### src/rtl/mips_pkg.sv
// mips_pkg: shared types and constants for the instruction fetch front end.
//   seq_state_e    : fetch sequencer FSM states (idle, fetch, hold)
//   DefaultResetPc : default first fetch address after reset
//   PcWidth, ImmWidth, JumpWidth : address and immediate field widths
package mips_pkg;

  localparam int unsigned PcWidth   = 32;
  localparam int unsigned ImmWidth  = 16;
  localparam int unsigned JumpWidth = 26;

  localparam logic [PcWidth-1:0] DefaultResetPc = 32'h0040_0000;

  typedef enum logic [1:0] {
    StIdle,
    StFetch,
    StHold
  } seq_state_e;

endpackage

### src/rtl/branch_target_calc.sv
// branch_target_calc: combinational conditional-branch target.
//   pc_plus4      in  : address of the instruction after the branch
//   branch_imm    in  : raw 16-bit word offset from the instruction
//   branch_target out : pc_plus4 + (sign_extend(branch_imm) << 2), wrapping
module branch_target_calc
  import mips_pkg::*;
(
  input  logic [PcWidth-1:0]  pc_plus4,
  input  logic [ImmWidth-1:0] branch_imm,
  output logic [PcWidth-1:0]  branch_target
);

  logic [PcWidth-1:0] offset;

  // Sign-extend and scale to a byte offset in one concatenation.
  always_comb begin
    offset = {{(PcWidth - ImmWidth - 2){branch_imm[ImmWidth-1]}}, branch_imm, 2'b00};
  end

  assign branch_target = pc_plus4 + offset;

endmodule

### src/rtl/pc_sequencer.sv
// pc_sequencer: fetches one instruction at a time from instruction memory,
// holds it for decode, and computes the next PC from the decode result.
//   clk, reset               : clock, synchronous active-high reset
//   imem_req/addr/ack/rdata  : single-outstanding fetch handshake
//   instr, instr_valid       : registered instruction to decode
//   instr_ready              : decode accepts instr
//   branch_*, jump_*         : redirect decode, sampled on the transfer cycle
//   pc                       : address of the current or last fetch
// Build option: define BRANCH_DELAY_SLOT_EN to give redirects one delay slot.
module pc_sequencer
  import mips_pkg::*;
#(
  parameter logic [PcWidth-1:0] RESET_PC = DefaultResetPc
) (
  input  logic                 clk,
  input  logic                 reset,
  output logic                 imem_req,
  output logic [PcWidth-1:0]   imem_addr,
  input  logic                 imem_ack,
  input  logic [PcWidth-1:0]   imem_rdata,
  output logic [PcWidth-1:0]   instr,
  output logic                 instr_valid,
  input  logic                 instr_ready,
  input  logic                 branch_valid,
  input  logic                 branch_taken,
  input  logic [ImmWidth-1:0]  branch_imm,
  input  logic                 jump_valid,
  input  logic [JumpWidth-1:0] jump_target,
  output logic [PcWidth-1:0]   pc
);

  seq_state_e         state_q, state_d;
  logic [PcWidth-1:0] pc_q, pc_d;
  logic [PcWidth-1:0] instr_q, instr_d;
  logic               instr_valid_q, instr_valid_d;
  logic               imem_req_q, imem_req_d;

  logic [PcWidth-1:0] pc_plus4;
  logic [PcWidth-1:0] branch_addr;
  logic [PcWidth-1:0] jump_addr;
  logic [PcWidth-1:0] redirect_addr;
  logic               redirect;
  logic               fetch_done;
  logic               xfer;

`ifdef BRANCH_DELAY_SLOT_EN
  logic               pend_valid_q, pend_valid_d;
  logic [PcWidth-1:0] pend_addr_q, pend_addr_d;
`endif

  assign pc_plus4      = pc_q + 32'd4;
  assign jump_addr     = {pc_plus4[PcWidth-1:PcWidth-4], jump_target, 2'b00};
  assign redirect      = jump_valid | (branch_valid & branch_taken);
  // Jump has priority over a simultaneous branch.
  assign redirect_addr = jump_valid ? jump_addr : branch_addr;
  assign fetch_done    = imem_req_q & imem_ack;
  assign xfer          = instr_valid_q & instr_ready;

  branch_target_calc u_branch_target_calc (
    .pc_plus4      (pc_plus4),
    .branch_imm    (branch_imm),
    .branch_target (branch_addr)
  );

  always_comb begin
    state_d       = state_q;
    pc_d          = pc_q;
    instr_d       = instr_q;
    instr_valid_d = instr_valid_q;
`ifdef BRANCH_DELAY_SLOT_EN
    pend_valid_d  = pend_valid_q;
    pend_addr_d   = pend_addr_q;
`endif
    unique case (state_q)
      StIdle: state_d = StFetch;
      StFetch: begin
        if (fetch_done) begin
          instr_d       = imem_rdata;
          instr_valid_d = 1'b1;
          state_d       = StHold;
        end
      end
      StHold: begin
        if (xfer) begin
          instr_valid_d = 1'b0;
          state_d       = StFetch;
`ifdef BRANCH_DELAY_SLOT_EN
          // The accepted instruction is in a delay slot: its own redirect is dropped.
          if (pend_valid_q) begin
            pc_d         = pend_addr_q;
            pend_valid_d = 1'b0;
          end else begin
            pc_d = pc_plus4;
            if (redirect) begin
              pend_valid_d = 1'b1;
              pend_addr_d  = redirect_addr;
            end
          end
`else
          pc_d = redirect ? redirect_addr : pc_plus4;
`endif
        end
      end
      default: state_d = StIdle;
    endcase
    imem_req_d = (state_d == StFetch);
  end

  always_ff @(posedge clk) begin
    if (reset) begin
      state_q       <= StIdle;
      pc_q          <= RESET_PC;
      instr_q       <= '0;
      instr_valid_q <= 1'b0;
      imem_req_q    <= 1'b0;
`ifdef BRANCH_DELAY_SLOT_EN
      pend_valid_q  <= 1'b0;
      pend_addr_q   <= '0;
`endif
    end else begin
      state_q       <= state_d;
      pc_q          <= pc_d;
      instr_q       <= instr_d;
      instr_valid_q <= instr_valid_d;
      imem_req_q    <= imem_req_d;
`ifdef BRANCH_DELAY_SLOT_EN
      pend_valid_q  <= pend_valid_d;
      pend_addr_q   <= pend_addr_d;
`endif
    end
  end

  assign imem_req    = imem_req_q;
  assign imem_addr   = pc_q;
  assign pc          = pc_q;
  assign instr       = instr_q;
  assign instr_valid = instr_valid_q;

endmodule

### config.mk
export PLATFORM = sky130hd
export DESIGN_NAME = pc_sequencer
export DESIGN_NICKNAME = d
export VERILOG_FILES = /design/src/rtl/mips_pkg.sv /design/src/rtl/branch_target_calc.sv /design/src/rtl/pc_sequencer.sv
export SDC_FILE = /design/constraint.sdc
export NUM_CORES = 1
export LEC_CHECK = 0
export ABC_AREA = 0
export CAP_MARGIN = 0
export CORE_MARGIN = 4
export CORE_UTILIZATION = 50
export CTS_CLUSTER_DIAMETER = 100
export DETAILED_ROUTE_END_ITERATION = 12
export PLACE_DENSITY = 0.84
export SYNTH_ARGS = -nofsm -noshare
export SYNTH_HDL_FRONTEND = slang
export SYNTH_SLANG_ARGS = --single-unit
### constraint.sdc
create_clock -name clk -period 9.2 [get_ports clk]
set_input_delay 2.76 -clock clk [delete_from_list [all_inputs] [get_ports clk]]
set_output_delay 2.76 -clock clk [all_outputs]
set_load 0.005 [all_outputs]
Word level (Yosys, flattened, before mapping)
Index checks and enable logic that the tools add are counted.

storage, ports and cells
  logic and storage cells = 29
  register bits after elaboration = 68

operators by class
  bitwise operators = 4
  equal/unequal tests = 5
  mux-type cells = 8
  reductions and logical operators = 5
  add/subtract/negate cells = 2

operators by type and width
  operator                                              count
  two-way mux 32 bit                                    2
  adder 32 x 3 -> 32 bit (second input constant)        1
  adder 32 bit                                          1
  one-hot mux 2 bit (3 select lines)                    1
  equality test 2 x 1 -> 1 bit (second input constant)  2
  two-way mux 2 bit                                     2
  inequality test 2 bit (second input constant)         2
  AND reduction 2 bit                                   2
  AND 1 bit                                             3
  AND reduction 3 bit                                   1
  equality test 2 bit (second input constant)           1
  logical NOT 2 bit                                     1
  two-way mux 1 bit                                     2
  one-hot mux 1 bit (2 select lines)                    1
  nonzero test 2 bit                                    1
  OR 1 bit                                              1

Logic depth before layout (Yosys ltp)
Gate-level depths: netlist of the first run.

  word-level depth = 4
  mapped depth = 18
  gate-level depth less buffers = 18

Hierarchy
Synthesis of the first run repeated with hierarchy kept, for this count alone.

unflattened totals
  cell total of the unflattened synthesis = 753
  area, all modules = 5,786.8 um2

modules (own cells, without submodules)
  module              cells an instance  area an instance (um2)  seq. area each (um2)  instances
  pc_sequencer        527                4,126.5                 1,361.3               1
  branch_target_calc  226                1,660.3                 0.0                   1

Worst setup path before layout of the first run
No wires, ideal clock.

  path kind = input -> register
  from = input branch_imm[0]
  to = register pc_q[28] (netlist: imem_addr[28])
  stages on the path = 12
  slack = 4.020 ns
  arrival time = 5.106 ns
  cell sequence = ha_1 -> fa_1 -> a211o_1 -> a211oi_2 -> nor4b_2 -> o41ai_4 -> a221oi_2 -> a211oi_4 -> nor2_2 -> nor4_2 -> a21oi_1 -> a31oi_1

on the way
  longest elaborated chain between the ends = 3

ends and longest elaborated chain
  item                  line                      text
  start, declared       pc_sequencer.sv:26        input logic [ImmWidth-1:0] branch_imm,
  adder 32 bit          branch_target_calc.sv:20  assign branch_target = pc_plus4 + offset;
  two-way mux 32 bit    pc_sequencer.sv:55        assign redirect_addr = jump_valid ? jump_addr : branch_addr;
  two-way mux 32 bit    pc_sequencer.sv:100       pc_d = redirect ? redirect_addr : pc_plus4;
  end signal, assigned  pc_sequencer.sv:122       pc_q <= pc_d;
  end, declared         pc_sequencer.sv:33        logic [PcWidth-1:0] pc_q, pc_d;

Every way passes these cells.
A chain may end at the register's enable or synchronous reset.

Worst setup path in the final report of the first run
  from = input branch_imm[15]
  to = register pc_q[31] (netlist: imem_addr[31])

The elaborated chain is that of the path after synthesis.

==> results.json, run 1 <==
{
  "outcome": "completed",
  "cts_root_buf": "clkbuf_8",
  "overflow": 0,
  "ctsHtreeMaxLevel": 3,
  "vias": 5791,
  "reg2regPathDepth": 17,
  "first_pass_iters": 7,
  "multi_input_area_sq_um": 3500,
  "initial_core_util_pct": 51.07,
  "routed_wl_microns": 17020,
  "antenna_found_initial": 0,
  "arrival_ns": 6.19,
  "tightest_slew_ns": 1.259,
  "fmax_mhz": 169.4,
  "synth_seq_area_share_pct": 25.17,
  "r2r-end": "imem_addr[31]",
  "wire_per_inst_microns": 17.81,
  "syn_avg_cell_area_sq_um": 7.618,
  "ios": 179,
  "cp.required_ns": 9.49,
  "finalSetupTns_ns": 0,
  "drt_iter0_drc": 427,
  "finalHoldViolations": 0,
  "drc": 0,
  "ys_types": 65,
  "clkSinkCount": 66,
  "power_w": 0.0006864,
  "p_leak_nw": 2.648,
  "grt.total_usage_pct": 26.38,
  "drv_cap": 0,
  "ir_drop_mv": 0.09401,
  "cts_buffers": 9,
  "clk_pin_slew_ns": 0.09,
  "antenna_cells": 0,
  "r2r-start": "imem_addr[12]",
  "place_hpwl_microns": 12440,
  "cp-end-kind": "flip-flop",
  "grt_pass1_wl_microns": 27260,
  "die_h_microns": 110.5,
  "fin_crit_sh_pct": 64.17,
  "synthCells": 689,
  "drive_gt1_share_pct": 5.732,
  "cts_buffer_depth": 2,
  "grt_max_degree": 50,
  "gp_congestion": 0.9219,
  "maxSlewHeadroom_pct": 15.83,
  "rsz0062_at_grt": "false",
  "holdBufCountCts": 0,
  "fp.dieW_microns": 110.5,
  "seqCellArea_sq_um": 1321,
  "rows": 37,
  "yosys_register_bits": 66,
  "fillers": 875,
  "grt_pass1_vias": 5520,
  "netlist_area_sq_um": 5249,
  "skew_ns": 0.009666,
  "min_path_type": "flip-flop to flip-flop",
  "yosys_warnings": 0,
  "final_antenna_net_count": 0,
  "start_kind": "input pin",
  "die-area_sq_um": 12200,
  "synth_edf_count": 0,
  "cts_tree": "built",
  "coreArea_sq_um": 10280,
  "clk_latency_ns": 0.35,
  "finalNetCount": 938,
  "p_per_area_nw_per_um2": 97.68,
  "portBuffers": 174,
  "critPathMaxFanout": 23,
  "min_period_ns": 5.904,
  "finalSetupViolCount": 0,
  "setup.worst_path.class": "input pin to flip-flop",
  "via_per_inst": 6.058,
  "endpoint": "imem_addr[31]",
  "cts.repair.resized": 0,
  "r2r_setup_slack_ns": 4.91,
  "async_reset_ff_share_pct": 0,
  "cts_setup_buffers": 0,
  "area_growth_pct": 33.87,
  "synth-main-ff-cell": "dfxtp_1",
  "crit_start": "branch_imm[15]",
  "maxSlewViolCount": 0
}
state kept, by name, summed over array words and instances (netlist names):
signal	flops
imem_req	1
imem_addr	30
state_q	2
instr	32
instr_valid	1
per-layer routing:
| layer | global-route usage [%] | up-vias | share of wire, % | wire length (microns) |
|---|---|---|---|---|
| met5 | 0 | - | 0 | 0 |
| met4 | 12.89 | 0 | 3.0 | 504 |
| met3 | 3.836 | 45 | 7.5 | 1273 |
| met2 | 43.85 | 312 | 48 | 8195 |
| met1 | 33.34 | 2741 | 41 | 7050 |
| li1 | - | 2693 | - | - |
through the flow:
stage	utilization (%)	worst slack [ns]	instances	hold WS (ns)	cell area, sq um
6_report	68.37	3.296	956	0.4551	7027
5_1_grt	68.37	3.119	956	0.4693	7027
4_1_cts	68.37	3.365	956	0.4571	7027
3_5_place_dp	66.41	3.004	940	0.4459	6825
3_3_place_gp	66.41	3.103	940	0.4414	6825
2_1_floorplan	-	4.020	692	0.4527	5260
critical path, cell delays in order:
cell,delay [ns]
clkdlybuf4s50_1,0.92
ha_1,0.65
a21o_1,0.21
a21o_1,0.17
a21oi_1,0.12
o21ai_0,0.16
o21ai_0,0.22
o311ai_0,0.20
a211oi_2,0.22
xor2_1,0.10
or3_1,0.33
a21oi_2,0.13
report_power, final:
group | switching [W] | internal (W) | total [W]
clock | 0.000136 | 0.000128 | 0.000263
combinational | 0.0000617 | 0.0000651 | 0.000127
sequential | 0.00000453 | 0.000292 | 0.000296
synth_stat cells, types with 2 or more instances:
cell / instances / share of area [%]
nor2_2: 3 / 0.36
inv_1: 14 / 1.0
nor2b_1: 3 / 0.36
o21ai_0: 37 / 3.5
o21bai_1: 5 / 0.72
ha_1: 41 / 9.8
nand4_1: 7 / 0.83
o21a_1: 3 / 0.43
buf_4: 34 / 4.9
a211oi_2: 3 / 0.72
a21oi_1: 86 / 8.2
a31oi_1: 8 / 0.95
xor2_1: 14 / 2.3
a211o_1: 5 / 0.83
o211ai_1: 3 / 0.43
a221oi_1: 24 / 4.0
a221o_1: 3 / 0.57
dfxtp_1: 66 / 25
buf_1: 4 / 0.29
nand3_1: 27 / 2.6
nor3_1: 12 / 1.1
and2_1: 4 / 0.48
xnor2_1: 34 / 5.7
nor2_1: 31 / 2.2
nand2_1: 117 / 8.4
nand2b_1: 4 / 0.48
clkbuf_1: 29 / 2.1
o21ai_1: 5 / 0.48
and3_1: 7 / 0.83
mux2i_1: 2 / 0.38
nor4_2: 2 / 0.48
or2_2: 4 / 0.48
or3_1: 3 / 0.36
a21o_1: 12 / 1.7
o2111ai_1: 2 / 0.33
a211oi_1: 2 / 0.29
cells in the final DEF (no fill, tap or decap), types with 6 or more instances in the layout:
cell and n:
a21o_1 12, a21oi_1 85, a221oi_1 24, a31oi_1 8
and3_1 7, buf_4 6, clkbuf_8 9, clkdlybuf4s50_1 173
dfxtp_1 66, ha_1 41, inv_1 14, nand2_1 117
nand3_1 27, nand4_1 7, nor2_1 31, nor3_1 12
o21ai_0 37, xnor2_1 34, xor2_1 14
cell families (layout without fill, tap and decap cells):
group                    count (synthesis)  in the layout  share of synthesized area (%)
AND/OR/NAND/NOR                        232            232                          20.38
AO/OA/AOI/OAI                          215            215                          27.18
buffers and inverters                   82            210                          8.438
flip-flops                              66             66                          25.17
XOR/XNOR                                48             48                          8.010
adder cells (fa/ha/maj)                 42             42                          10.15
multiplexers                             3              3                         0.5959
other                                    1              4                        0.07145
worst min path at each step:
| stage | startpoint | slack (ns) | cells past startpoint | end |
|---|---|---|---|---|
| final | instr[12] | 0.46 | 2 | instr[12] |
| after global routing | instr[13] | 0.47 | 2 | instr[13] |
| after CTS | instr[13] | 0.46 | 2 | instr[13] |
| after detailed placement | instr[13] | 0.45 | 2 | instr[13] |
| after global placement | instr[26] | 0.44 | 2 | instr[26] |
| after floorplan | instr[0] | 0.45 | 2 | instr[0] |
area by class of cell:
type                       count  area share [%]
sequential                    66           18.80
clock inverter                 7           1.104
inverter                      14          0.7479
multi-input combinational    544           49.80
timing repair buffer         180           25.36
clock buffer                   9           1.763
tap                          136           2.422
Note: power is estimated with default switching activity, not from simulation.
==> inputs of run 2 (changes only) <==
--- a/config.mk
+++ b/config.mk
@@ -8,10 +8,10 @@
 export ABC_AREA = 0
 export CAP_MARGIN = 0
 export CORE_MARGIN = 4
-export CORE_UTILIZATION = 50
+export CORE_UTILIZATION = 42
 export CTS_CLUSTER_DIAMETER = 100
 export DETAILED_ROUTE_END_ITERATION = 12
-export PLACE_DENSITY = 0.84
+export PLACE_DENSITY = 0.75
 export SYNTH_ARGS = -nofsm -noshare
 export SYNTH_HDL_FRONTEND = slang
 export SYNTH_SLANG_ARGS = --single-unit
==> constraint.sdc (replaced) <==
create_clock -name clk -period 5.1 [get_ports clk]
set_input_delay 1.53 -clock clk [delete_from_list [all_inputs] [get_ports clk]]
set_output_delay 1.53 -clock clk [all_outputs]
set_load 0.005 [all_outputs]
==> results.json, run 2 (same netlist as run 1, synthesis figures left out) <==
{
  "die_h_microns": 119.8,
  "maxSlewHeadroom_pct": 14.30,
  "finalHoldViolations": 0,
  "initial_core_util_pct": 43.34,
  "maxSlewViolCount": 0,
  "final_cell_mix": "clkdlybuf4s50_1, nand2_1, a21oi_1, dfxtp_1, ha_1",
  "fin_cells": 991,
  "grt.total_usage_pct": 23.44,
  "fin_crit_sh_pct": 85.72,
  "cts_root_buf": "clkbuf_16",
  "ctsHtreeMaxLevel": 3,
  "cts_tree": "built",
  "antenna_found_initial": 0,
  "setup.worst_path.class": "input pin to flip-flop",
  "gp_congestion": 0.9295,
  "wire_per_inst_microns": 17.53,
  "grt_pass1_vias": 5446,
  "clkSinkCount": 66,
  "place_inst": 975,
  "outcome": "completed",
  "via_per_inst": 5.606,
  "largest_reg_flops": 32,
  "routed_wl_microns": 17370,
  "cp_top_family": "compound AO/OA/AOI/OAI gates",
  "clk_pin_slew_ns": 0.06,
  "critPathMaxFanout": 12,
  "cp-end-kind": "flip-flop",
  "holdBufCountCts": 0,
  "vias": 5556,
  "finalNetCount": 941,
  "cts_setup_buffers": 0,
  "tightest_slew_ns": 1.282,
  "finalSetupTns_ns": 0,
  "layout_commonest_cell": "clkdlybuf4s50_1",
  "portBuffers": 174,
  "cts_buffers": 9,
  "hold_start": "instr[12]",
  "rsz0062_at_grt": "false",
  "drive_gt1_share_pct": 6.075,
  "r2r-end": "imem_addr[29]",
  "first_pass_iters": 5,
  "min_path_type": "flip-flop to flip-flop",
  "grt_max_degree": 50,
  "cts.repair.resized": 0,
  "grt_pass1_wl_microns": 27480,
  "p_per_area_nw_per_um2": 189.0,
  "r2r-start": "imem_addr[6]",
  "area_growth_pct": 36.52,
  "reg2regPathDepth": 17,
  "fin_util_pct": 59.16,
  "p_leak_nw": 2.687,
  "critical_path.max_stage_delay_ns": 0.71,
  "antenna_cells": 0,
  "place_hpwl_microns": 13060,
  "fmax_mhz": 228.7,
  "drt_iter0_drc": 430,
  "drv_cap": 0,
  "arrival_ns": 4.64,
  "drc": 0,
  "die-area_sq_um": 14350,
  "start_kind": "input pin",
  "hold-path-cell-count": 2,
  "rows": 40,
  "r2r_setup_slack_ns": 0.85,
  "ios": 179,
  "fp.dieW_microns": 119.8,
  "cts_buffer_depth": 2,
  "overflow": 0,
  "coreArea_sq_um": 12110,
  "min_period_ns": 4.372,
  "cp.required_ns": 5.36,
  "ir_drop_mv": 0.1737,
  "clk_latency_ns": 0.34,
  "hold_path_end": "instr[12]",
  "path_cells": "clkdlybuf4s50_1 > ha_1 > nand3_1 > a2111oi_4 > nor2b_1 > o311a_1 > a211oi_2 > xor2_1 > or3_1 > a21oi_2",
  "critPathSlowestCell": "clkdlybuf4s50_1",
  "skew_ns": 0.01012,
  "final_antenna_net_count": 0,
  "finalSetupViolCount": 0,
  "crit_buf_inv": 1
}
[run 2: cell count changes in the layout (fill, tap and decap cells not counted)]
cell,previous run,this run
buf_4,6,9
clkinv_4,2,0
bufinv_16,1,0
clkbuf_16,0,9
clkinvlp_4,1,4
clkbuf_8,9,0
[run 2: worst register-to-register path: stages, from the launching register on]
cell and delay, ns:
dfxtp_1 0.47, nand4_2 0.19, nor2_2 0.15, nand3_2 0.14
or2_1 0.35, nor2_1 0.38, xor2_1 0.33, ha_1 0.34
nand3_1 0.17, nor2_1 0.07, a222oi_1 0.38, nand2_1 0.09
o21ai_1 0.19, and2_1 0.22, o21ai_0 0.15, a21oi_1 0.24
mux2i_1 0.21, a21oi_1 0.08
[run 2: where the power goes]
group,internal [W],switching (W)
clock network,0.000331,0.000257
registers,0.000527,0.00000801
logic,0.000119,0.000112
total,0.000977,0.000377
[run 2: metal layers]
layer | track usage (%) | routed length (microns)
met4 | 11.74 | 658
met2 | 37.92 | 8105
met5 | 0 | 0
met3 | 4.713 | 1324
met1 | 29.66 | 7286
[run 2: worst max path at each step]
stage,slack [ns],cells after the start,start,endpoint
final,0.73,10,branch_imm[15],imem_addr[31]
after CTS,0.75,10,branch_imm[15],imem_addr[31]
after floorplan,1.15,12,branch_imm[0],imem_addr[28]
after global placement,0.46,10,branch_imm[15],imem_addr[31]
after detailed placement,0.41,10,branch_imm[15],imem_addr[31]
after global routing,0.47,12,branch_imm[15],imem_addr[29]
[run 2: final cells by class]
class / count / area [sq um]
clock buffers: 9 / 225.2
clock inverters: 7 / 52.55
fillers: 1079 / 4946
inverters: 14 / 52.55
multi-input cells: 544 / 3500
flip-flops and latches: 66 / 1321
well taps: 168 / 210.2
repair buffers: 183 / 1804
[run 2: per-stage QoR]
stage,hold WS (ns),power [W],worst slack [ns],instance area [sq um]
2_1_floorplan,0.4527,0.0006566,1.150,5260
3_3_place_gp,0.4421,0.0007703,0.4626,6888
3_5_place_dp,0.4472,0.0007739,0.4147,6888
4_1_cts,0.4554,0.001367,0.7454,7166
5_1_grt,0.4807,0.001410,0.4698,7166
6_report,0.4510,0.001354,0.7281,7166
==> inputs of run 3 (changes only) <==
--- a/config.mk
+++ b/config.mk
@@ -11,7 +11,7 @@
 export CORE_UTILIZATION = 42
 export CTS_CLUSTER_DIAMETER = 100
 export DETAILED_ROUTE_END_ITERATION = 12
-export PLACE_DENSITY = 0.75
+export PLACE_DENSITY = 0.76
 export SYNTH_ARGS = -nofsm -noshare
 export SYNTH_HDL_FRONTEND = slang
 export SYNTH_SLANG_ARGS = --single-unit
==> results.json, run 3 (same netlist as run 1, synthesis figures left out) <==
{
  "cts_tree": "built",
  "cts_buffer_depth": 2,
  "fp.dieW_microns": 119.8,
  "fin_crit_sh_pct": 85.42,
  "final_cell_mix": "clkdlybuf4s50_1, nand2_1, a21oi_1, dfxtp_1, ha_1",
  "place_hpwl_microns": 13360,
  "cp.required_ns": 5.37,
  "ir_drop_mv": 0.1052,
  "initial_core_util_pct": 43.34,
  "tightest_slew_ns": 1.220,
  "via_per_inst": 5.674,
  "first_pass_iters": 5,
  "hold_start": "instr[8]",
  "cts_setup_buffers": 0,
  "die_h_microns": 119.8,
  "maxSlewViolCount": 0,
  "fin_util_pct": 59.37,
  "clk_pin_slew_ns": 0.06,
  "fillers": 1116,
  "arrival_ns": 4.63,
  "p_seq_share_pct": 38.0,
  "final_antenna_net_count": 0,
  "min_period_ns": 4.357,
  "grt_max_degree": 50,
  "drive_gt1_share_pct": 6.075,
  "finalHoldViolations": 0,
  "cts_buffers": 9,
  "critPathMaxFanout": 9,
  "finalSetupViolCount": 0,
  "antenna_found_initial": 0,
  "clkSinkCount": 66,
  "start_kind": "input pin",
  "p_leak_nw": 2.709,
  "fin_cells": 991,
  "fmax_mhz": 229.5,
  "overflow": 0,
  "r2r-start": "imem_addr[6]",
  "dr_wl_met2_microns": 8689,
  "outcome": "completed",
  "switching_share_pct": 27.09,
  "coreArea_sq_um": 12110,
  "cp-end-kind": "flip-flop",
  "r2r-end": "imem_addr[31]",
  "r2r_setup_slack_ns": 0.83,
  "finalSetupTns_ns": 0,
  "hold-path-cell-count": 2,
  "finalNetCount": 941,
  "rows": 40,
  "wire_per_inst_microns": 17.79,
  "drt_iter0_drc": 468,
  "p_switching_w": 0.0003818,
  "ctsHtreeMaxLevel": 3,
  "ios": 179,
  "p_per_area_nw_per_um2": 196.0,
  "routed.top_layer": "met4",
  "seqCellArea_sq_um": 1321,
  "layout_commonest_cell": "clkdlybuf4s50_1",
  "area_growth_pct": 37.00,
  "internal_power_w": 0.001028,
  "min_path_type": "flip-flop to flip-flop",
  "antenna_cells": 0,
  "maxSlewHeadroom_pct": 18.45,
  "grt_pass1_vias": 5492,
  "reg2regPathDepth": 16,
  "comb_power_share_pct": 16.4,
  "routed_wl_microns": 17630,
  "clk_latency_ns": 0.34,
  "clock_power_share_pct": 45.6,
  "skew_ns": 0.006596,
  "place_inst": 975,
  "grt.total_usage_pct": 23.67,
  "rsz0062_at_grt": "false",
  "gp_congestion": 0.9445,
  "die-area_sq_um": 14350,
  "drc": 0,
  "cts.repair.resized": 0,
  "setup.worst_path.class": "input pin to flip-flop",
  "grt_pass1_wl_microns": 27880,
  "vias": 5623,
  "cts_root_buf": "clkbuf_16",
  "hold_path_end": "instr[8]",
  "wl_met1_microns": 7471,
  "portBuffers": 174,
  "met3_wirelength_microns": 1158,
  "drv_cap": 0,
  "holdBufCountCts": 0,
  "multi_input_area_sq_um": 3500,
  "largest_reg_flops": 32
}
==> run 3: changes by cell type in the layout (fill, tap and decap cells not counted) <==
cell,previous run,this run
clkinv_4,0,3
clkinvlp_4,4,1
bufinv_16,0,1
inv_6,2,1
==> run 3: worst max-delay path by stage <==
stage / depth (start not counted) / end / from / slack, ns
after floorplan: 12 / imem_addr[28] / branch_imm[0] / 1.15
after global placement: 13 / imem_addr[28] / branch_imm[0] / 0.49
after detailed placement: 13 / imem_addr[28] / branch_imm[0] / 0.45
after CTS: 13 / imem_addr[28] / branch_imm[0] / 0.80
after global routing: 17 / imem_addr[29] / imem_addr[6] / 0.51
final: 13 / imem_addr[31] / branch_imm[15] / 0.74
==> run 3: layout make-up <==
| class | instances | area share, % |
|---|---|---|
| clock inverters | 7 | 1.079 |
| flip-flops and latches | 66 | 18.37 |
| multi-input cells | 544 | 48.67 |
| well taps | 168 | 2.923 |
| repair buffers | 183 | 25.09 |
| inverters | 14 | 0.7308 |
| clock buffers | 9 | 3.132 |
==> run 3: worst max-delay path, stage by stage <==
cell	delay (ns)
clkdlybuf4s50_1	0.66
buf_4	0.30
ha_1	0.42
a21oi_1	0.19
o21bai_1	0.09
a21oi_1	0.24
nor3_1	0.08
o21ai_0	0.16
o311ai_0	0.18
a211oi_2	0.21
xor2_1	0.10
or3_1	0.33
a21oi_2	0.13
==> run 3: through the flow <==
step / hold WS (ns) / power [W] / setup slack [ns] / area (sq um)
2_1_floorplan: 0.4527 / 0.0006566 / 1.150 / 5260
3_3_place_gp: 0.4405 / 0.0007710 / 0.4899 / 6888
3_5_place_dp: 0.4455 / 0.0007749 / 0.4526 / 6888
4_1_cts: 0.4542 / 0.001418 / 0.7973 / 7191
5_1_grt: 0.4750 / 0.001463 / 0.5073 / 7191
6_report: 0.4533 / 0.001409 / 0.7434 / 7191
==> run 3: routing by layer <==
| layer | vias up | GRT usage [%] |
|---|---|---|
| met2 | 224 | 41.24 |
| li1 | 2698 | - |
| met3 | 23 | 4.760 |
| met1 | 2678 | 29.47 |
| met5 | - | 0 |
| met4 | 0 | 7.087 |
==> run 3: power groups by stage <==
| stage | Sequential (W) | Combinational [W] | Clock, W |
|---|---|---|---|
| 2_1_floorplan | 0.000546 | 0.000110 | 0 |
| 3_3_place_gp | 0.000546 | 0.000225 | 0 |
| 3_5_place_dp | 0.000546 | 0.000228 | 0 |
| 4_1_cts | 0.000535 | 0.000230 | 0.000653 |
| 5_1_grt | 0.000536 | 0.000250 | 0.000676 |
| 6_report | 0.000535 | 0.000231 | 0.000643 |
